### config.mk
export PLATFORM = sky130hd
export DESIGN_NAME = debounce_multi
export DESIGN_NICKNAME = d
export VERILOG_FILES = /design/src/rtl/debounce_multi.sv
export SDC_FILE = /design/constraint.sdc
export NUM_CORES = 1
export LEC_CHECK = 0
export CORE_MARGIN = 2
export CORE_UTILIZATION = 45
export DETAILED_ROUTE_END_ITERATION = 10
export GPL_ROUTABILITY_DRIVEN = 0
export PLACE_DENSITY = 0.66
export SYNTH_ARGS = -nofsm -noshare
export SYNTH_HDL_FRONTEND = slang
export SYNTH_SLANG_ARGS = --single-unit
### constraint.sdc
create_clock -name CLK_100 -period 2.3 [get_ports CLK_100]
set_input_delay 0.46 -clock CLK_100 [delete_from_list [all_inputs] [get_ports CLK_100]]
set_output_delay 0.46 -clock CLK_100 [all_outputs]
set_load 0.02 [all_outputs]
### src/rtl/debounce_multi.sv
// rtl/debounce_multi.sv - multi-channel button debouncer with press/release one-shots
//
// Purpose: per-channel 2-flop synchroniser, shared sample-tick divider,
// stability-count debounce, and PULSE_LEN-cycle PRESS/RELEASE one-shots.
// Optional auto-repeat of PRESS while held, enabled by defining DEBOUNCE_REPEAT_EN.
//
// Ports:
//   CLK_100    in   1      system clock
//   RST        in   1      synchronous active-high reset
//   BTN        in   N_BTN  raw asynchronous buttons, 1 = pressed
//   DB_BTN     out  N_BTN  debounced level
//   PRESS      out  N_BTN  one-shot on debounced rising edge (and on repeats)
//   RELEASE    out  N_BTN  one-shot on debounced falling edge
//   ANY_PRESS  out  1      OR of PRESS

module debounce_multi #(
    parameter int N_BTN        = 5,
    parameter int TICK_DIV     = 125000,
    parameter int STABLE_CNT   = 4,
    parameter int PULSE_LEN    = 8,
    parameter int REPEAT_DELAY = 400,
    parameter int REPEAT_RATE  = 80
) (
    input  logic             CLK_100,
    input  logic             RST,
    input  logic [N_BTN-1:0] BTN,
    output logic [N_BTN-1:0] DB_BTN,
    output logic [N_BTN-1:0] PRESS,
    output logic [N_BTN-1:0] RELEASE,
    output logic             ANY_PRESS
);

    localparam int DW = $clog2(TICK_DIV);
    localparam int SW = $clog2(STABLE_CNT + 1);
    localparam int PW = $clog2(PULSE_LEN + 1);

    localparam logic [DW-1:0] DIV_LAST   = DW'(TICK_DIV - 1);
    localparam logic [SW-1:0] STAB_LAST  = SW'(STABLE_CNT - 1);
    localparam logic [PW-1:0] PULSE_LOAD = PW'(PULSE_LEN - 1);

    localparam bit PARAMS_OK = (N_BTN >= 1) && (N_BTN <= 32) && (TICK_DIV >= 2) &&
                               (STABLE_CNT >= 1) && (PULSE_LEN >= 1) &&
                               (PULSE_LEN < TICK_DIV) &&
                               (REPEAT_DELAY >= 1) && (REPEAT_RATE >= 1);

    if (!PARAMS_OK) begin : g_bad_params
        $error("debounce_multi: illegal parameter combination");
    end

    logic [N_BTN-1:0] sync1;
    logic [N_BTN-1:0] sync2;
    logic [DW-1:0]    div_cnt;
    logic             tick;
    logic [SW-1:0]    stab   [N_BTN];
    logic [PW-1:0]    pcnt   [N_BTN];
    logic [N_BTN-1:0] db_q;
    logic [N_BTN-1:0] press_q;
    logic [N_BTN-1:0] rel_q;
    logic [N_BTN-1:0] toggle;
    logic [N_BTN-1:0] rep_fire;

    assign tick = (div_cnt == DIV_LAST);

    always_ff @(posedge CLK_100) begin
        if (RST) begin
            div_cnt <= '0;
        end else if (tick) begin
            div_cnt <= '0;
        end else begin
            div_cnt <= div_cnt + DW'(1);
        end
    end

    // A channel flips on the tick whose disagreement would complete STABLE_CNT.
    always_comb begin
        toggle = '0;
        for (int i = 0; i < N_BTN; i++) begin
            toggle[i] = tick && (sync2[i] != db_q[i]) && (stab[i] == STAB_LAST);
        end
    end

    always_ff @(posedge CLK_100) begin
        if (RST) begin
            sync1   <= '0;
            sync2   <= '0;
            db_q    <= '0;
            press_q <= '0;
            rel_q   <= '0;
            for (int i = 0; i < N_BTN; i++) begin
                stab[i] <= '0;
                pcnt[i] <= '0;
            end
        end else begin
            sync1 <= BTN;
            sync2 <= sync1;
            for (int i = 0; i < N_BTN; i++) begin
                if (tick) begin
                    if (sync2[i] == db_q[i] || toggle[i]) begin
                        stab[i] <= '0;
                    end else begin
                        stab[i] <= stab[i] + SW'(1);
                    end
                end
                if (toggle[i]) begin
                    db_q[i] <= ~db_q[i];
                end
                // pcnt holds remaining cycles after the current one; an edge
                // or repeat reloads it and selects which output is driven.
                if (toggle[i]) begin
                    press_q[i] <= ~db_q[i];
                    rel_q[i]   <= db_q[i];
                    pcnt[i]    <= PULSE_LOAD;
                end else if (rep_fire[i]) begin
                    press_q[i] <= 1'b1;
                    rel_q[i]   <= 1'b0;
                    pcnt[i]    <= PULSE_LOAD;
                end else if (pcnt[i] != '0) begin
                    pcnt[i] <= pcnt[i] - PW'(1);
                end else begin
                    press_q[i] <= 1'b0;
                    rel_q[i]   <= 1'b0;
                end
            end
        end
    end

`ifdef DEBOUNCE_REPEAT_EN
    localparam int REP_MAX = (REPEAT_DELAY > REPEAT_RATE) ? REPEAT_DELAY : REPEAT_RATE;
    localparam int RW      = $clog2(REP_MAX + 1);

    localparam logic [RW-1:0] DELAY_LAST = RW'(REPEAT_DELAY - 1);
    localparam logic [RW-1:0] RATE_LAST  = RW'(REPEAT_RATE - 1);

    logic [RW-1:0]    rep_cnt [N_BTN];
    logic [N_BTN-1:0] rep_armed;

    // First repeat waits REPEAT_DELAY held ticks; later ones REPEAT_RATE.
    always_comb begin
        rep_fire = '0;
        for (int i = 0; i < N_BTN; i++) begin
            rep_fire[i] = tick && db_q[i] && !toggle[i] &&
                          (rep_cnt[i] == (rep_armed[i] ? RATE_LAST : DELAY_LAST));
        end
    end

    always_ff @(posedge CLK_100) begin
        if (RST) begin
            rep_armed <= '0;
            for (int i = 0; i < N_BTN; i++) begin
                rep_cnt[i] <= '0;
            end
        end else begin
            for (int i = 0; i < N_BTN; i++) begin
                if (toggle[i] || !db_q[i]) begin
                    rep_cnt[i]   <= '0;
                    rep_armed[i] <= 1'b0;
                end else if (rep_fire[i]) begin
                    rep_cnt[i]   <= '0;
                    rep_armed[i] <= 1'b1;
                end else if (tick) begin
                    rep_cnt[i] <= rep_cnt[i] + RW'(1);
                end
            end
        end
    end
`else
    assign rep_fire = '0;
`endif

    assign DB_BTN    = db_q;
    assign PRESS     = press_q;
    assign RELEASE   = rel_q;
    assign ANY_PRESS = |press_q;

endmodule

==> metrics.yaml <==
job:
  cap_violations: 0
timing:
  rsz0062_at_grt: "yes"
  finClkSkew_ns: 0.0158
  finalMaxSlewViolations: 0
  slew_headroom: 0.609
  setup_viol: 47
  hold_viol: 0
  finalSetupTns_ns: -4.44
  final.min_clock_period_ns: 2.49
  worstMarginPinSlew_ns: 0.586
  post-route-period-util: 1.08
  fin_ws_ns: -0.192
  fmax_mhz: 401
setup_path:
  reg2reg_slack_ns: -0.19
  cp.arrival_ns: 2.68
  cpPeakStageDelay_ns: 0.58
  end_kind: "register"
  critPathKind: "reg2reg"
  path_max_fanout: 6
  crit_path_start_kind: "register"
  cp_top_family: "simple AND/OR/NAND/NOR gates"
  crit_chain: "or4_4 > or4_4 > a311oi_4 > buf_4 > nor3_4 > buf_12 > a211oi_2"
  cp_common_cell: "or4_4"
  crit_path_top_delay_cell: "or4_4"
  cp.required_ns: 2.49
  path_buf_inv: 2
place:
  dpl.hpwl_mm: 5.12
  dpl_cell_area_um2: 4360
  port_buffers: 22
synth:
  synthesis.nets: 371
  synth-seq-cells: 77
  ys_types: 41
  netlist_top_cells_area: "edfxtp_1 29%, dfxtp_1 23%, xnor2_1 5.5%, ha_1 5.4%, nor2_1 3.5%"
  synth_warnings: 0
  netlist.area_leader.share: 0.286
  synth_top_area_cell: "edfxtp_1"
  seq_area_frac_synth: 0.515
  syn_avg_cell_area_um2: 10.6
  syn_inst: 348
  netlist_area_um2: 3680
  synth_edf_count: 35
  synth_ff_type: "dfxtp_1"
  async_reset_ff_frac: 0
clocking:
  clock-sinks: 77
  cts_tree: "built"
  cts_max_level: 3
  clk_latency_ns: 0.35
  clkTransAtPathRegs_ns: 0.08
  hold_buffers: 0
  root_buffer: "clkbuf_8"
  cts_buffers: 9
  cts_buffer_depth: 2
finish:
  n_fill_cell: 634
  area_growth_pct: 35.1
  drive_above_1_share: 0.345
  finalNetCount: 453
  antenna_cells: 0
  stdcell_area_um2: 4970
pwr:
  powerDensity_nw_per_um2: 861
  pwr-share-comb: 0.298
  internal-power_mw: 3.06
  power.share.switching: 0.283
  power.switching_mw: 1.21
  p_leak_nw: 1.96
  power.sequential.fraction: 0.420
  p_clk_frac: 0.282
  ir_drop_mv: 0.614
global_route:
  grt_first_pass_wirelength_mm: 12.6
  grt_usage: 0.185
  grt-ovfl-total: 0
  antenna_found_initial: 0
  grt_pass1_vias: 2678
  grt_start_max_net_pins: 29
floorplanning:
  die_h_um: 94.4
  ios: 23
  dieArea_um2: 8910
  die_w_um: 94.4
  rows: 32
  coreArea_um2: 7810
  start_util: 0.471
outcome:
  status: "finished, violations left"
  violations: "negative setup slack"
detailed_routing:
  routedWlPerCell_um: 14.1
  viasPerCell: 5.09
  first_iter_violations: 149
  drc_errors: 0
  vias: 2735
  ant_nets: 0
  wl_mm: 7.59
  firstDrtPassIters: 4
hold_path:
  hp-class: "reg2reg"
==> cell usage after synthesis, types with 5 or more instances <==
cell and n:
or3_1 8, xor2_1 10, dfxtp_1 42, nor2_2 16
a211oi_1 6, or4b_4 5, nand3_1 13, nand2_1 21
nor3_1 20, nand2b_1 6, nor2b_1 11, edfxtp_1 35
inv_1 23, ha_1 16, nor2_1 34, xnor2_1 23
a211oi_2 5, a21oi_1 10, clkbuf_1 6
==> worst paths after layout <==
path	start	end	cells after the start
max	div_cnt[8]$_SDFF_PP0_	pcnt[3][1]$_SDFFCE_PN0P_	7
min	div_cnt[0]$_SDFF_PP0_	div_cnt[0]$_SDFF_PP0_	1
max reg2reg	div_cnt[8]$_SDFF_PP0_	pcnt[3][1]$_SDFFCE_PN0P_	7
min reg2reg	div_cnt[0]$_SDFF_PP0_	div_cnt[0]$_SDFF_PP0_	1
==> state kept, by name, summed over array words and instances, names as in the netlist <==
signal / cells
PRESS: 5
div_cnt: 17
DB_BTN: 5
stab: 15
pcnt: 20
sync1: 5
sync2: 5
RELEASE: 5
==> cells in the final DEF (no fill, tap or decap), drive strengths merged, types with 4 or more instances in the layout <==
cell and instances:
a211oi 11, a21oi 10, buf 59, clkbuf 12
clkdlybuf4s50 21, dfxtp 42, edfxtp 35, ha 16
inv 23, nand2 21, nand2b 7, nand3 13
nor2 51, nor2b 11, nor3 23, or3 10
or4 4, or4b 6, xnor2 23, xor2 10
==> cell type report <==
cell class,instances,area (um^2),share of cell area
inverters,23,86.3,0.0174
flip-flops and latches,77,1900,0.382
repair buffers,81,736,0.148
well taps,102,128,0.0257
multi-input cells,238,1890,0.380
clock inverters,5,98.8,0.0199
clock buffers,11,131,0.0265
==> per-stage QoR <==
step            util  setup WS (ns)  hold WS [ns]  instances  total power, mW
6_report       0.636         -0.192         0.436        537             4.28
5_1_grt        0.636         -0.209         0.462        537             4.53
4_1_cts        0.609         -0.151         0.440        529             4.21
3_5_place_dp   0.558         -0.469         0.425        507             2.90
3_3_place_gp   0.558         -0.375         0.421        507             2.87
2_1_floorplan      -        -0.0446         0.413        348             2.53
==> cells by family (layout without fill, tap and decap cells) <==
family | Yosys count | in the layout | synth area share
xor+xnor | 33 | 33 | 0.0786
buf+inv | 34 | 120 | 0.0398
flops | 77 | 77 | 0.515
compound gates | 30 | 30 | 0.0657
mux | 1 | 1 | 0.00306
simple gates | 157 | 158 | 0.244
fa+ha+maj | 16 | 16 | 0.0545
==> repair_timing <==
item                       CTS  global route
resized for setup           21            31
setup buffers                5            10
cloned                       1             1
pin swaps                    8            23
setup endpoints to repair   41            83
hold endpoints to repair     0             0
==> per-layer routing <==
metal  global-route usage  vias to the layer above  wire [um]
li1                     -                     1381          -
met1                0.245                     1295       3530
met2                0.294                       46       3630
met3               0.0319                       13        267
met4               0.0906                        0        161
met5                    0                        -          0
==> power by group through the flow <==
stage,clock network (mW),logic (mW),registers [mW]
floorplan,0,0.719,1.81
global placement,0,1.06,1.81
detailed placement,0,1.08,1.82
CTS,1.24,1.19,1.79
global route,1.30,1.42,1.81
finish,1.21,1.28,1.79
Power figures use the tool's default switching activity.
